## config.mk

```make
export PLATFORM = sky130hd
export DESIGN_NAME = opl3_timers_n_flat
export DESIGN_NICKNAME = d
export VERILOG_FILES = /design/src/rtl/opl3_pkg.sv /design/src/rtl/opl3_timers_n_if.sv /design/src/rtl/opl3_timer_chan.sv /design/src/rtl/opl3_timers_n.sv /design/src/flat_wrapper.sv
export SDC_FILE = /design/constraint.sdc
export NUM_CORES = 1
export LEC_CHECK = 0
export BUFFER_PORTS_ARGS = -buffer_cell sky130_fd_sc_hd__clkbuf_2
export CAP_MARGIN = 20
export CORE_MARGIN = 2
export CORE_UTILIZATION = 55
export DETAILED_ROUTE_END_ITERATION = 10
export GPL_ROUTABILITY_DRIVEN = 0
export PLACE_DENSITY = 0.88
export SLEW_MARGIN = 20
export SYNTH_ARGS = -nofsm -noshare
export SYNTH_HDL_FRONTEND = slang
export SYNTH_HIERARCHICAL = 1
export SYNTH_SLANG_ARGS = --single-unit
```

## constraint.sdc

```tcl
create_clock -name clk -period 1.79 [get_ports clk]
set_input_delay 0.179 -clock clk [delete_from_list [all_inputs] [get_ports clk]]
set_output_delay 0.179 -clock clk [all_outputs]
set_load 0.1 [all_outputs]
```

## src/rtl/opl3_pkg.sv

```systemverilog
// ---------------------------------------------------------------------------
// opl3_pkg
// Shared constants, control-word type and prescaler helper for the OPL3
// timer block (opl3_timers_n and its per-timer channel opl3_timer_chan).
//
// Optional feature macro: OPL3_TIMERS_ONE_SHOT_EN adds a per-timer oneshot
// bit to the control word.
// ---------------------------------------------------------------------------
package opl3_pkg;

    localparam int NUM_TIMERS    = 2;
    localparam int TIMER_WIDTH   = 8;
    localparam int PRESCALE_LOG2 = 2;

    // One host control-register write, as seen on the register bus.
    typedef struct packed {
        logic [NUM_TIMERS-1:0] start;
        logic [NUM_TIMERS-1:0] mask;
        logic                  irq_reset;
`ifdef OPL3_TIMERS_ONE_SHOT_EN
        logic [NUM_TIMERS-1:0] oneshot;
`endif
    } timer_ctrl_t;

    // Terminal prescaler value of timer i: the count advances once every
    // 2^(log2_step*i) base ticks.
    function automatic int prescale_max(input int i, input int log2_step = PRESCALE_LOG2);
        return (1 << (log2_step * i)) - 1;
    endfunction

endpackage

```

## src/rtl/opl3_timers_n_if.sv

```systemverilog
// ---------------------------------------------------------------------------
// opl3_timers_n_if
// Host register-write bus of the OPL3 timer block.
//   preset_wr      one-hot preset load strobe, one bit per timer
//   preset_data    preset value
//   ctrl_wr        control register write strobe
//   ctrl_start     start bits        (sampled on ctrl_wr)
//   ctrl_mask      mask bits         (sampled on ctrl_wr)
//   ctrl_irq_reset flag clear request (sampled on ctrl_wr)
//   ctrl_oneshot   one-shot bits, only with OPL3_TIMERS_ONE_SHOT_EN
// master = host side (drives), slave = timer block (receives).
// ---------------------------------------------------------------------------
interface opl3_timers_n_if
    import opl3_pkg::*;
#(
    parameter int NUM_TIMERS  = opl3_pkg::NUM_TIMERS,
    parameter int TIMER_WIDTH = opl3_pkg::TIMER_WIDTH
);
    logic [NUM_TIMERS-1:0]  preset_wr;
    logic [TIMER_WIDTH-1:0] preset_data;
    logic                   ctrl_wr;
    logic [NUM_TIMERS-1:0]  ctrl_start;
    logic [NUM_TIMERS-1:0]  ctrl_mask;
    logic                   ctrl_irq_reset;
`ifdef OPL3_TIMERS_ONE_SHOT_EN
    logic [NUM_TIMERS-1:0]  ctrl_oneshot;
`endif

`ifdef OPL3_TIMERS_ONE_SHOT_EN
    modport master (output preset_wr, preset_data, ctrl_wr, ctrl_start,
                           ctrl_mask, ctrl_irq_reset, ctrl_oneshot);
    modport slave  (input  preset_wr, preset_data, ctrl_wr, ctrl_start,
                           ctrl_mask, ctrl_irq_reset, ctrl_oneshot);
`else
    modport master (output preset_wr, preset_data, ctrl_wr, ctrl_start,
                           ctrl_mask, ctrl_irq_reset);
    modport slave  (input  preset_wr, preset_data, ctrl_wr, ctrl_start,
                           ctrl_mask, ctrl_irq_reset);
`endif

endinterface

```

## src/rtl/opl3_timer_chan.sv

```systemverilog
// ---------------------------------------------------------------------------
// opl3_timer_chan
// One OPL3 timer: preset register, prescaler, up-counter and start-edge
// detect. Emits a combinational overflow pulse that the parent registers
// into its flag on the same edge the count reloads.
//   clk, reset      clock, synchronous active-high reset
//   tick_en_i       base tick pulse
//   force_ovf_i     debug: overflow now if running
//   start_i         next-state start bit from the parent control register
//   preset_wr_i     preset load strobe for this timer
//   preset_data_i   preset value
//   ovf_o           overflow this cycle
// ---------------------------------------------------------------------------
module opl3_timer_chan
    import opl3_pkg::*;
#(
    parameter int INDEX         = 0,
    parameter int TIMER_WIDTH   = opl3_pkg::TIMER_WIDTH,
    parameter int PRESCALE_LOG2 = opl3_pkg::PRESCALE_LOG2
) (
    input  logic                   clk,
    input  logic                   reset,
    input  logic                   tick_en_i,
    input  logic                   force_ovf_i,
    input  logic                   start_i,
    input  logic                   preset_wr_i,
    input  logic [TIMER_WIDTH-1:0] preset_data_i,
    output logic                   ovf_o
);
    // Timer 0 has no prescaling; keep a 1-bit prescaler that stays at 0.
    localparam int PW = (PRESCALE_LOG2 * INDEX > 0) ? PRESCALE_LOG2 * INDEX : 1;
    localparam logic [PW-1:0] PMAX = PW'(prescale_max(INDEX, PRESCALE_LOG2));

    logic                   run_q;
    logic [PW-1:0]          presc_q,  presc_d;
    logic [TIMER_WIDTH-1:0] count_q,  count_d;
    logic [TIMER_WIDTH-1:0] preset_q, preset_d;
    logic                   presc_wrap;
    logic                   cnt_step;

    assign presc_wrap = (presc_q == PMAX);
    assign cnt_step   = run_q & tick_en_i & presc_wrap;
    assign ovf_o      = run_q & (force_ovf_i | (cnt_step & (&count_q)));

    always_comb begin
        count_d  = count_q;
        presc_d  = presc_q;
        preset_d = preset_wr_i ? preset_data_i : preset_q;
        if (start_i && !run_q) begin
            // Start edge beats a coincident tick: load only.
            count_d = preset_q;
            presc_d = '0;
        end else if (ovf_o) begin
            count_d = preset_q;
            presc_d = '0;
        end else if (run_q && tick_en_i) begin
            presc_d = presc_wrap ? '0 : presc_q + 1'b1;
            if (presc_wrap) begin
                count_d = count_q + 1'b1;
            end
        end
    end

    always_ff @(posedge clk) begin
        if (reset) begin
            run_q    <= 1'b0;
            presc_q  <= '0;
            count_q  <= '0;
            preset_q <= '0;
        end else begin
            run_q    <= start_i;
            presc_q  <= presc_d;
            count_q  <= count_d;
            preset_q <= preset_d;
        end
    end

endmodule

```

## src/rtl/opl3_timers_n.sv

```systemverilog
// ---------------------------------------------------------------------------
// opl3_timers_n
// NUM_TIMERS independent OPL3-style up-counting timers. Timer i advances once
// every 2^(PRESCALE_LOG2*i) base ticks; overflow reloads the preset and sets
// the timer's flag unless masked. status = {IRQ, flags}, irq_n active low.
//   clk, reset            clock, synchronous active-high reset
//   tick_en               base tick pulse
//   force_timer_overflow  debug: overflow every running timer now
//   host                  register-write bus (opl3_timers_n_if.slave)
//   status                {OR of flags, per-timer flags}
//   irq_n                 active-low interrupt
// Optional: OPL3_TIMERS_ONE_SHOT_EN adds per-timer one-shot mode, where an
// overflow clears the timer's own start bit.
// ---------------------------------------------------------------------------
module opl3_timers_n
    import opl3_pkg::*;
#(
    parameter int NUM_TIMERS    = opl3_pkg::NUM_TIMERS,
    parameter int TIMER_WIDTH   = opl3_pkg::TIMER_WIDTH,
    parameter int PRESCALE_LOG2 = opl3_pkg::PRESCALE_LOG2
) (
    input  logic                  clk,
    input  logic                  reset,
    input  logic                  tick_en,
    input  logic                  force_timer_overflow,
    opl3_timers_n_if.slave        host,
    output logic [NUM_TIMERS:0]   status,
    output logic                  irq_n
);
    logic [NUM_TIMERS-1:0] start_q, start_d;
    logic [NUM_TIMERS-1:0] mask_q,  mask_d;
    logic [NUM_TIMERS-1:0] flag_q,  flag_d;
    logic [NUM_TIMERS-1:0] ovf;
`ifdef OPL3_TIMERS_ONE_SHOT_EN
    logic [NUM_TIMERS-1:0] oneshot_q, oneshot_d;
`endif

    for (genvar g = 0; g < NUM_TIMERS; g++) begin : g_chan
        opl3_timer_chan #(
            .INDEX        (g),
            .TIMER_WIDTH  (TIMER_WIDTH),
            .PRESCALE_LOG2(PRESCALE_LOG2)
        ) u_chan (
            .clk          (clk),
            .reset        (reset),
            .tick_en_i    (tick_en),
            .force_ovf_i  (force_timer_overflow),
            .start_i      (start_d[g]),
            .preset_wr_i  (host.preset_wr[g]),
            .preset_data_i(host.preset_data),
            .ovf_o        (ovf[g])
        );
    end

    always_comb begin
        start_d = start_q;
        mask_d  = mask_q;
`ifdef OPL3_TIMERS_ONE_SHOT_EN
        oneshot_d = oneshot_q;
`endif
        // An irq_reset write carries no start/mask update.
        if (host.ctrl_wr && !host.ctrl_irq_reset) begin
            start_d = host.ctrl_start;
            mask_d  = host.ctrl_mask;
`ifdef OPL3_TIMERS_ONE_SHOT_EN
            oneshot_d = host.ctrl_oneshot;
`endif
        end
`ifdef OPL3_TIMERS_ONE_SHOT_EN
        // A one-shot timer stops itself on overflow.
        start_d = start_d & ~(ovf & oneshot_q);
`endif
        // Clear first, then set: a coincident overflow keeps its flag.
        flag_d = (host.ctrl_wr && host.ctrl_irq_reset) ? '0 : flag_q;
        flag_d = flag_d | (ovf & ~mask_q);
    end

    always_ff @(posedge clk) begin
        if (reset) begin
            start_q <= '0;
            mask_q  <= '0;
            flag_q  <= '0;
`ifdef OPL3_TIMERS_ONE_SHOT_EN
            oneshot_q <= '0;
`endif
        end else begin
            start_q <= start_d;
            mask_q  <= mask_d;
            flag_q  <= flag_d;
`ifdef OPL3_TIMERS_ONE_SHOT_EN
            oneshot_q <= oneshot_d;
`endif
        end
    end

    assign status = {|flag_q, flag_q};
    assign irq_n  = ~(|flag_q);

endmodule

```

## src/flat_wrapper.sv

```systemverilog
// flat-port wrapper written by rule: the top's interface ports become plain ports
module opl3_timers_n_flat import opl3_pkg::*;
#(
    parameter int NUM_TIMERS    = opl3_pkg::NUM_TIMERS,
    parameter int TIMER_WIDTH   = opl3_pkg::TIMER_WIDTH,
    parameter int PRESCALE_LOG2 = opl3_pkg::PRESCALE_LOG2
)
  (clk, reset, tick_en, force_timer_overflow, status, irq_n, host_preset_wr, host_preset_data, host_ctrl_wr, host_ctrl_start, host_ctrl_mask, host_ctrl_irq_reset);
  opl3_timers_n_if #(.NUM_TIMERS(NUM_TIMERS), .TIMER_WIDTH(TIMER_WIDTH)) host_i ();
  input  logic clk;
  input  logic reset;
  input  logic tick_en;
  input  logic force_timer_overflow;
  output logic [NUM_TIMERS:0] status;
  output logic irq_n;
  input wire logic [$bits(host_i.preset_wr)-1:0] host_preset_wr;
  input wire logic [$bits(host_i.preset_data)-1:0] host_preset_data;
  input wire logic [$bits(host_i.ctrl_wr)-1:0] host_ctrl_wr;
  input wire logic [$bits(host_i.ctrl_start)-1:0] host_ctrl_start;
  input wire logic [$bits(host_i.ctrl_mask)-1:0] host_ctrl_mask;
  input wire logic [$bits(host_i.ctrl_irq_reset)-1:0] host_ctrl_irq_reset;
  assign host_i.preset_wr = host_preset_wr;
  assign host_i.preset_data = host_preset_data;
  assign host_i.ctrl_wr = host_ctrl_wr;
  assign host_i.ctrl_start = host_ctrl_start;
  assign host_i.ctrl_mask = host_ctrl_mask;
  assign host_i.ctrl_irq_reset = host_ctrl_irq_reset;
  opl3_timers_n #(.NUM_TIMERS(NUM_TIMERS), .TIMER_WIDTH(TIMER_WIDTH), .PRESCALE_LOG2(PRESCALE_LOG2)) u_core (.clk(clk), .reset(reset), .tick_en(tick_en), .force_timer_overflow(force_timer_overflow), .host(host_i), .status(status), .irq_n(irq_n));
endmodule
```

==> flow_summary.json, run 1 <==
{
  "grt_pass1_vias": 1746,
  "finalSetupViolCount": 0,
  "dr.pass1.iters": 4,
  "pwr-share-comb": 0.155,
  "synth.most_common_cell": "dfxtp_1",
  "min_from": "host_preset_data[2]",
  "drt_iter0_drc": 96,
  "start_kind": "register",
  "critPathMaxFanout": 6,
  "fill_cells": 314,
  "grt_pass1_wl_um": 7555,
  "seq_area_frac_synth": 0.4088,
  "ys_ff_latch": 42,
  "crit_path_end_kind": "register",
  "fin_skew_ns": 0.004689,
  "fmax_mhz": 606.2,
  "holdPathEnd": "u_core/g_chan[0].u_chan/preset_q[2]",
  "r2r_start": "u_core/start_q[1]",
  "hold-path-cell-count": 3,
  "relSlewSlack": 0.6382,
  "clock_path_buffers": 2,
  "finalHoldViolations": 0,
  "io_pins": 24,
  "layout.nets": 274,
  "numCtsBuffers": 5,
  "seqPwrFrac": 0.530,
  "p_int_uw": 1447,
  "vias": 1743,
  "power.density_nw_per_um2": 821.4,
  "instances_no_fill": 300,
  "rows": 22,
  "overflow": 0,
  "clkSlewWorstSetupHoldPaths_ns": 0.07,
  "yosysWarnings": 6,
  "slew_viol_final": 0,
  "diodes": 0,
  "period_minus_slack_ns": 1.650,
  "post-place-ws_ns": -0.01737,
  "clock_sinks": 42,
  "setup_slack_ns": 0.1403,
  "clk_latency_ns": 0.30,
  "critPathRequiredTime_ns": 1.99,
  "post_synth.cell_area_avg_um2": 9.523,
  "layout-drive-gt1-share": 0.2659,
  "drv_cap": 0,
  "syn2layout_area_growth_pct": 17.21,
  "syn_nets": 239,
  "cp-startpoint": "u_core/start_q[1]",
  "rsz0062_at_grt": "no",
  "synth_cell_types": 46,
  "cts_root_buf": "clkbuf_8",
  "grt_usage": 0.2339,
  "async_flop_share": 0,
  "vias_per_cell": 5.810,
  "crit_type": "reg2reg",
  "multiInputGateArea_um2": 1157,
  "dieWidth_um": 65.16,
  "power.leakage_uw": 0.0009804,
  "postCtsHoldBufs": 0,
  "synth_top_cell_area_share": 0.4088,
  "tightest_slew_ns": 0.5450,
  "synthCells": 216,
  "switching_share": 0.2696,
  "htreeDepth": 2,
  "drc": 0,
  "hpwl_um": 3281,
  "coreArea_um2": 3633,
  "drt-wirelength-per-cell_um": 14.59,
  "antenna_found_initial": 0,
  "port_buffers": 23,
  "synth_commonest_cells": "42 x dfxtp_1, 27 x nor2_1, 18 x mux2i_1",
  "power.switching_uw": 533.9,
  "status": "completed",
  "grt_max_degree": 27,
  "ant_nets": 0,
  "dieHeight_um": 65.16,
  "holdCritPathClass": "in2reg",
  "wl_um": 4376,
  "synth-edff-count": 0,
  "ys.flop_type": "dfxtp_1",
  "synth_top_area_cell": "dfxtp_1",
  "die_area_um2": 4245,
  "reg2reg_to": "u_core/g_chan[1].u_chan/count_q[0]",
  "r2r_slack_ns": 0.14,
  "initial_core_util": 0.5661,
  "dp_cells": 292,
  "synth_area_leaders": "dfxtp_1 41%, mux2i_1 8.8%, nor2_1 4.9%",
  "arrival_ns": 1.85,
  "r2r_cells": 6,
  "period_share": 0.9216,
  "pwr-share-clk": 0.315,
  "tritoncts": "built",
  "register_area_um2": 843.3,
  "peakVddDrop_uv": 715.2,
  "netlist_area_um2": 2057
}
-- critical path: stages (launching register included) --
cell      delay (ns)
dfxtp_1         0.32
mux2_4          0.27
mux2_4          0.30
a41oi_4         0.22
buf_4           0.18
nor2_1          0.05
a211oi_1        0.21
-- kinds of logic (layout without fill, tap and decap cells) --
family,count (synthesis),count (layout),synth area share
AND/OR/NAND/NOR,81,81,0.2226
buffers and inverters,15,51,0.03528
AO/OA/AOI/OAI,41,41,0.1466
XOR/XNOR,11,11,0.04684
adder cells (fa/ha/maj),3,3,0.01825
flip-flops,42,42,0.4088
multiplexers,23,23,0.1216
-- how the worst max path moves through the flow --
stage,end,slack (ns),depth (start not counted)
6_report,u_core/g_chan[1].u_chan/count_q[0],0.14,6
5_1_grt,u_core/g_chan[1].u_chan/count_q[2],0.02,6
4_1_cts,u_core/g_chan[1].u_chan/count_q[6],0.12,6
3_5_place_dp,u_core/g_chan[1].u_chan/count_q[0],-0.02,8
3_3_place_gp,u_core/g_chan[1].u_chan/count_q[6],0.07,8
2_1_floorplan,irq_n,0.02,2
-- state kept, by name (all words and copies together) (netlist names) --
signal / count
u_core/g_chan.u_chan/run_q: 2
u_core/flag_q: 2
u_core/g_chan.u_chan/preset_q: 16
u_core/g_chan.u_chan/presc_q: 2
u_core/g_chan.u_chan/count_q: 16
u_core/mask_q: 2
u_core/start_q: 2
-- layout make-up --
class,instances,area share
clock buffer,7,0.03581
clock inverter,1,0.002076
inverter,6,0.01090
multi-input combinational,159,0.4800
sequential,42,0.3498
tap,48,0.02491
timing repair buffer,37,0.09652
-- power by group through the flow --
stage               Clock (µW)  Sequential (µW)  Combinational [µW]
global route               675             1060                 340
floorplan                    0             1060                 204
detailed placement           0             1070                 304
finish                     624             1050                 308
global placement             0             1070                 292
CTS                        638             1050                 305
-- per-stage QoR --
step | TNS, ns | util | power, µW | area, µm² | hold slack (ns)
3_5_place_dp | -0.03725 | 0.6353 | 1372 | 2308 | 0.4491
2_1_floorplan | 0 | - | 1267 | 2066 | 0.2407
5_1_grt | 0 | 0.6636 | 2071 | 2411 | 0.1631
4_1_cts | 0 | 0.6605 | 1991 | 2400 | 0.1380
6_report | 0 | 0.6636 | 1980 | 2411 | 0.1371
3_3_place_gp | 0 | 0.6353 | 1359 | 2308 | 0.4410
-- routing by layer --
| metal | global-route usage | share of wire | vias to the layer above |
|---|---|---|---|
| met3 | 0.05651 | 0.051 | 11 |
| met5 | 0 | 0 | - |
| met1 | 0.2642 | 0.43 | 832 |
| met2 | 0.4085 | 0.49 | 50 |
| li1 | - | - | 850 |
| met4 | 0.1224 | 0.024 | 0 |
-- placed cells by master (no fill, tap or decap), drive strengths merged --
master	count
a211oi	10
a21bo	2
a21boi	1
a21oi	9
a311oi	3
a31oi	3
a41oi	1
and3	3
and4	2
buf	14
clkbuf	30
clkinv	1
clkinvlp	1
dfxtp	42
ha	3
inv	5
mux2	4
mux2i	19
nand2	9
nand2b	6
nand3	8
nand4	4
nand4bb	4
nor2	27
nor2b	3
nor3	6
nor4	4
o21a	1
o21ai	8
o22ai	1
o311ai	1
o31a	1
or2	2
or3	3
xnor2	7
xor2	4
-- what timing repair did --
item                       CTS  global route
buffers inserted             0             0
resized for setup            0             2
setup endpoints to repair    0             2
(Power assumes the default switching activity.)
==> run 2, diff against run 1 <==
--- a/config.mk
+++ b/config.mk
@@ -11,7 +11,9 @@
 export CORE_UTILIZATION = 55
 export DETAILED_ROUTE_END_ITERATION = 10
 export GPL_ROUTABILITY_DRIVEN = 0
-export PLACE_DENSITY = 0.88
+export PLACE_DENSITY_LB_ADDON = 0.15
+export RECOVER_POWER = 25
+export SETUP_SLACK_MARGIN = 0.2
 export SLEW_MARGIN = 20
 export SYNTH_ARGS = -nofsm -noshare
 export SYNTH_HDL_FRONTEND = slang
==> flow_summary.json, run 2 (synthesis gave the netlist of run 1 again) <==
{
  "relSlewSlack": 0.3860,
  "hpwl_um": 2926,
  "power.density_nw_per_um2": 886.8,
  "crit_type": "reg2reg",
  "reg2reg_to": "u_core/g_chan[1].u_chan/count_q[2]",
  "vias_per_cell": 5.585,
  "r2r_cells": 6,
  "htreeDepth": 2,
  "power.leakage_uw": 0.001025,
  "drv_cap": 0,
  "r2r_slack_ns": 0.19,
  "tightest_slew_ns": 0.9211,
  "dieHeight_um": 65.16,
  "diodes": 0,
  "holdPathEnd": "u_core/g_chan[0].u_chan/preset_q[4]",
  "overflow": 0,
  "finalSetupViolCount": 0,
  "peakVddDrop_uv": 569.3,
  "coreArea_um2": 3633,
  "layout-drive-gt1-share": 0.3360,
  "post-place-ws_ns": -0.01863,
  "port_buffers": 23,
  "arrival_ns": 1.77,
  "critPathMaxFanout": 8,
  "layout_commonest_cell": "dfxtp_1",
  "post-route-util": 0.7118,
  "reg_top3": "u_core/g_chan.u_chan/count_q x16, u_core/g_chan.u_chan/preset_q x16",
  "drt_iter0_drc": 116,
  "finalHoldViolations": 0,
  "setup_slack_ns": 0.1864,
  "wl_um": 4395,
  "dr.pass1.iters": 4,
  "dieWidth_um": 65.16,
  "fmax_mhz": 623.6,
  "die_area_um2": 4245,
  "ant_nets": 0,
  "vias": 1681,
  "clock_path_buffers": 2,
  "fin_area_um2": 2586,
  "min_from": "host_preset_data[4]",
  "grt_pass1_wl_um": 7079,
  "r2r_start": "u_core/start_q[1]",
  "dpl_cell_area_um2": 2283,
  "crit_path_end_kind": "register",
  "drt-wirelength-per-cell_um": 14.60,
  "rsz0062_at_grt": "yes",
  "status": "completed",
  "layout.nets": 275,
  "start_kind": "register",
  "clkSlewWorstSetupHoldPaths_ns": 0.08,
  "tns_ns": 0,
  "period_share": 0.8959,
  "initial_core_util": 0.5661,
  "postCtsHoldBufs": 0,
  "cts_root_buf": "clkbuf_8",
  "drc": 0,
  "io_pins": 24,
  "hold-path-cell-count": 3,
  "syn2layout_area_growth_pct": 25.73,
  "period_minus_slack_ns": 1.604,
  "fin_skew_ns": 0.009025,
  "rows": 22,
  "holdCritPathClass": "in2reg",
  "clk_latency_ns": 0.30,
  "grt_max_degree": 25,
  "tritoncts": "built",
  "slew_viol_final": 0,
  "grt_pass1_vias": 1568,
  "clock_sinks": 42,
  "antenna_found_initial": 0,
  "final_cell_mix": "33 x dfxtp_1, 25 x nor2_1, 22 x clkbuf_2",
  "numCtsBuffers": 5,
  "fill_cells": 288,
  "critPathRequiredTime_ns": 1.95,
  "grt_usage": 0.2200
}
-- run 2: layout make-up --
type	instances	area, µm²	area share
clock buffer	5	68.82	0.02661
multi-input combinational	159	1246	0.4819
clock inverter	3	68.82	0.02661
tap	48	60.06	0.02322
inverter	6	26.28	0.01016
sequential	42	859.6	0.3324
timing repair buffer	38	256.5	0.09918
-- run 2: critical path, cell delays in order, from the launching register on --
cell and delay [ns]:
dfxtp_2 0.32, mux2_4 0.26, mux2_4 0.29, a41oi_4 0.21, buf_4 0.17, buf_16 0.12
a311oi_2 0.09
-- run 2: what timing repair did --
action | 4_1_cts | 5_1_grt
pin swaps | 3 | 6
gates resized for setup | 7 | 19
cloned | 1 | 0
endpoints found under the setup margin | 9 | 16
buffers inserted | 1 | 5
-- run 2: routing by layer --
metal | global-route usage | vias up | wire length [µm]
met5 | 0 | - | 0
met1 | 0.2859 | 788 | 2128
li1 | - | 858 | -
met4 | 0.09375 | 0 | 63
met2 | 0.3505 | 30 | 2056
met3 | 0.05308 | 5 | 146
-- run 2: how the worst max path moves through the flow --
stage                                             from                                 end  slack (ns)  depth (start not counted)
floorplan                                 host_ctrl_wr  u_core/g_chan[1].u_chan/count_q[3]        0.17                          7
global placement                          host_ctrl_wr  u_core/g_chan[1].u_chan/count_q[2]        0.03                          8
detailed placement                        host_ctrl_wr  u_core/g_chan[1].u_chan/count_q[6]       -0.02                          8
CTS                 u_core/g_chan[1].u_chan/count_q[0]  u_core/g_chan[1].u_chan/count_q[4]        0.21                          6
global route                         u_core/start_q[1]  u_core/g_chan[1].u_chan/count_q[2]        0.13                          6
finish                               u_core/start_q[1]  u_core/g_chan[1].u_chan/count_q[2]        0.19                          6
-- run 2: stage by stage --
step           power, µW  hold slack (ns)  std cells
2_1_floorplan       1270           0.2384        216
4_1_cts             2272           0.1273        296
3_5_place_dp        1363           0.4441        286
6_report            2294           0.1291        301
3_3_place_gp        1358           0.4386        286
5_1_grt             2393           0.1334        301
-- run 2: report_power, final --
group | internal [µW] | switching [µW] | total [µW]
registers | 994 | 58.7 | 1050
logic | 163 | 181 | 344
clock network | 559 | 338 | 896
total | 1720 | 578 | 2290
==> run 3, diff against run 2 <==
--- a/config.mk
+++ b/config.mk
@@ -5,6 +5,7 @@
 export SDC_FILE = /design/constraint.sdc
 export NUM_CORES = 1
 export LEC_CHECK = 0
+export ABC_AREA = 1
 export BUFFER_PORTS_ARGS = -buffer_cell sky130_fd_sc_hd__clkbuf_2
 export CAP_MARGIN = 20
 export CORE_MARGIN = 2
@@ -19,3 +20,4 @@
 export SYNTH_HDL_FRONTEND = slang
 export SYNTH_HIERARCHICAL = 1
 export SYNTH_SLANG_ARGS = --single-unit
+export TNS_END_PERCENT = 1
==> flow_summary.json, run 3 <==
{
  "hpwl_um": 3282,
  "fill_cells": 360,
  "route.met2.wl_um": 2283,
  "synth_cell_types": 24,
  "final_cell_mix": "75 x nand2_1, 56 x nor2_1, 48 x inv_1",
  "critPathMaxFanout": 15,
  "reg_top3": "u_core/g_chan.u_chan/count_q x16, u_core/g_chan.u_chan/preset_q x16",
  "synthCells": 335,
  "clkSlewWorstSetupHoldPaths_ns": 0.09,
  "synth_commonest_cells": "75 x nand2_1, 59 x nor2_1, 50 x inv_1",
  "rsz0062_at_grt": "yes",
  "finalSetupViolCount": 0,
  "whs_ns": 0.1430,
  "post-place-ws_ns": 0.1113,
  "async_flop_share": 0,
  "power.density_nw_per_um2": 813.5,
  "drt-wirelength-per-cell_um": 11.42,
  "grt_pass1_vias": 1852,
  "synth_top_cell_area_share": 0.3862,
  "tritoncts": "built",
  "clk_latency_ns": 0.29,
  "ys.flop_type": "dfxtp_1",
  "overflow": 0,
  "route.met3.wl_um": 207,
  "port_buffers": 23,
  "syn2layout_area_growth_pct": 17.41,
  "synth_top_area_cell": "dfxtp_1",
  "dr.pass1.iters": 4,
  "cts_root_buf": "clkbuf_8",
  "period_share": 0.8576,
  "dieHeight_um": 66.92,
  "initial_core_util": 0.5816,
  "syn_nets": 358,
  "clock_path_buffers": 2,
  "post-route-util": 0.6828,
  "layout-drive-gt1-share": 0.1771,
  "crit_path_end_kind": "register",
  "relSlewSlack": 0.3165,
  "status": "completed",
  "start_kind": "register",
  "arrival_ns": 1.69,
  "htreeDepth": 2,
  "ys_ff_latch": 42,
  "grt_max_degree": 22,
  "wl_um": 4740,
  "coreArea_um2": 3744,
  "highest_layer": "met4",
  "fin_skew_ns": 0.008156,
  "vias_per_cell": 5.123,
  "vias": 2126,
  "setup_slack_ns": 0.2549,
  "numCtsBuffers": 5,
  "synth-edff-count": 0,
  "holdCritPathClass": "in2reg",
  "postCtsHoldBufs": 0,
  "yosysWarnings": 6,
  "peakVddDrop_uv": 624.7,
  "drc": 0,
  "period_minus_slack_ns": 1.535,
  "die_area_um2": 4478,
  "wl_met1_um": 2219,
  "critPathRequiredTime_ns": 1.94,
  "fmax_mhz": 651.4,
  "grt_usage": 0.2338,
  "seq_area_frac_synth": 0.3862,
  "tightest_slew_ns": 1.025,
  "crit_type": "reg2reg",
  "dieWidth_um": 66.92,
  "layout_commonest_cell": "nand2_1",
  "synth.most_common_cell": "nand2_1",
  "grt_pass1_wl_um": 7866,
  "io_pins": 24,
  "rows": 22,
  "post_synth.cell_area_avg_um2": 6.499,
  "netlist_area_um2": 2177,
  "clock_sinks": 42,
  "p_total_uw": 2079,
  "power.leakage_uw": 0.001215,
  "finalHoldViolations": 0,
  "drt_iter0_drc": 140,
  "drv_cap": 0,
  "slew_viol_final": 0,
  "synth_area_leaders": "dfxtp_1 39%, nand2_1 13%, nor2_1 10%",
  "diodes": 0,
  "antenna_found_initial": 0,
  "ant_nets": 0,
  "layout.nets": 389
}
[run 3: kinds of logic (layout without fill, tap and decap cells)]
| logic type | count (synthesis) | after routing | synth area share |
|---|---|---|---|
| DFF | 42 | 42 | 0.3862 |
| xor gates and xnor gates | 3 | 3 | 0.01207 |
| adders and majority gates | 3 | 3 | 0.01724 |
| AOI/OAI and AO/OA | 44 | 44 | 0.1115 |
| buffers and inverters | 59 | 89 | 0.1092 |
| and+or+nand+nor | 184 | 186 | 0.3638 |
[run 3: power breakdown]
group / switching, µW / leakage, µW / internal [µW]
clock network: 335 / 0.0000472 / 310
registers: 50.8 / 0.000349 / 1010
logic: 248 / 0.000819 / 130
[run 3: layout make-up]
type | count | area, µm² | share of cell area
Clock buffer | 6 | 82.58 | 0.03231
Sequential cell | 42 | 848.3 | 0.3319
Clock inverter | 2 | 12.51 | 0.004895
Inverter | 50 | 191.4 | 0.07489
Tap cell | 48 | 60.06 | 0.02349
Multi-Input combinational cell | 236 | 1189 | 0.4650
Timing Repair Buffer | 31 | 172.7 | 0.06755
[run 3: metal layers]
metal	vias up	track usage
met4	0	0.08418
met5	-	0
li1	1119	-
met1	955	0.2881
met3	4	0.05236
met2	48	0.3975
[run 3: per-stage QoR]
stage / cells / setup TNS, ns / cell area [µm²]
after CTS: 409 / 0 / 2446
final: 415 / 0 / 2556
after detailed placement: 400 / 0 / 2335
after global routing: 415 / 0 / 2556
after global placement: 400 / 0 / 2335
after floorplan: 335 / -0.03538 / 2187
[run 3: final timing paths]
path                                        from                                  end  slack, ns  cells past startpoint
min                          host_preset_data[7]  u_core/g_chan[0].u_chan/preset_q[7]       0.14                      3
min reg2reg  u_core/g_chan[0].u_chan/preset_q[3]  u_core/g_chan[0].u_chan/preset_q[3]       0.47                      2
max           u_core/g_chan[1].u_chan/count_q[1]   u_core/g_chan[1].u_chan/count_q[6]       0.25                     10
max reg2reg   u_core/g_chan[1].u_chan/count_q[1]   u_core/g_chan[1].u_chan/count_q[6]       0.25                     10
[run 3: what timing repair did]
| item | in CTS | in global routing |
|---|---|---|
| endpoints found under the setup margin | 8 | 18 |
| buffers inserted | 0 | 5 |
| pin swaps | 1 | 3 |
| hold endpoints to repair | 0 | 0 |
| resized for setup | 2 | 19 |
| gates cloned | 1 | 1 |
[run 3: worst max-delay path, cell delays in order, from the launching register on]
cell,delay (ns)
dfxtp_2,0.36
ha_2,0.17
nand2_1,0.09
nor2_2,0.17
nand3_2,0.11
nand2_4,0.10
nand2_8,0.10
nand3_1,0.11
nand2_1,0.06
nor2_1,0.08
nor2_1,0.04
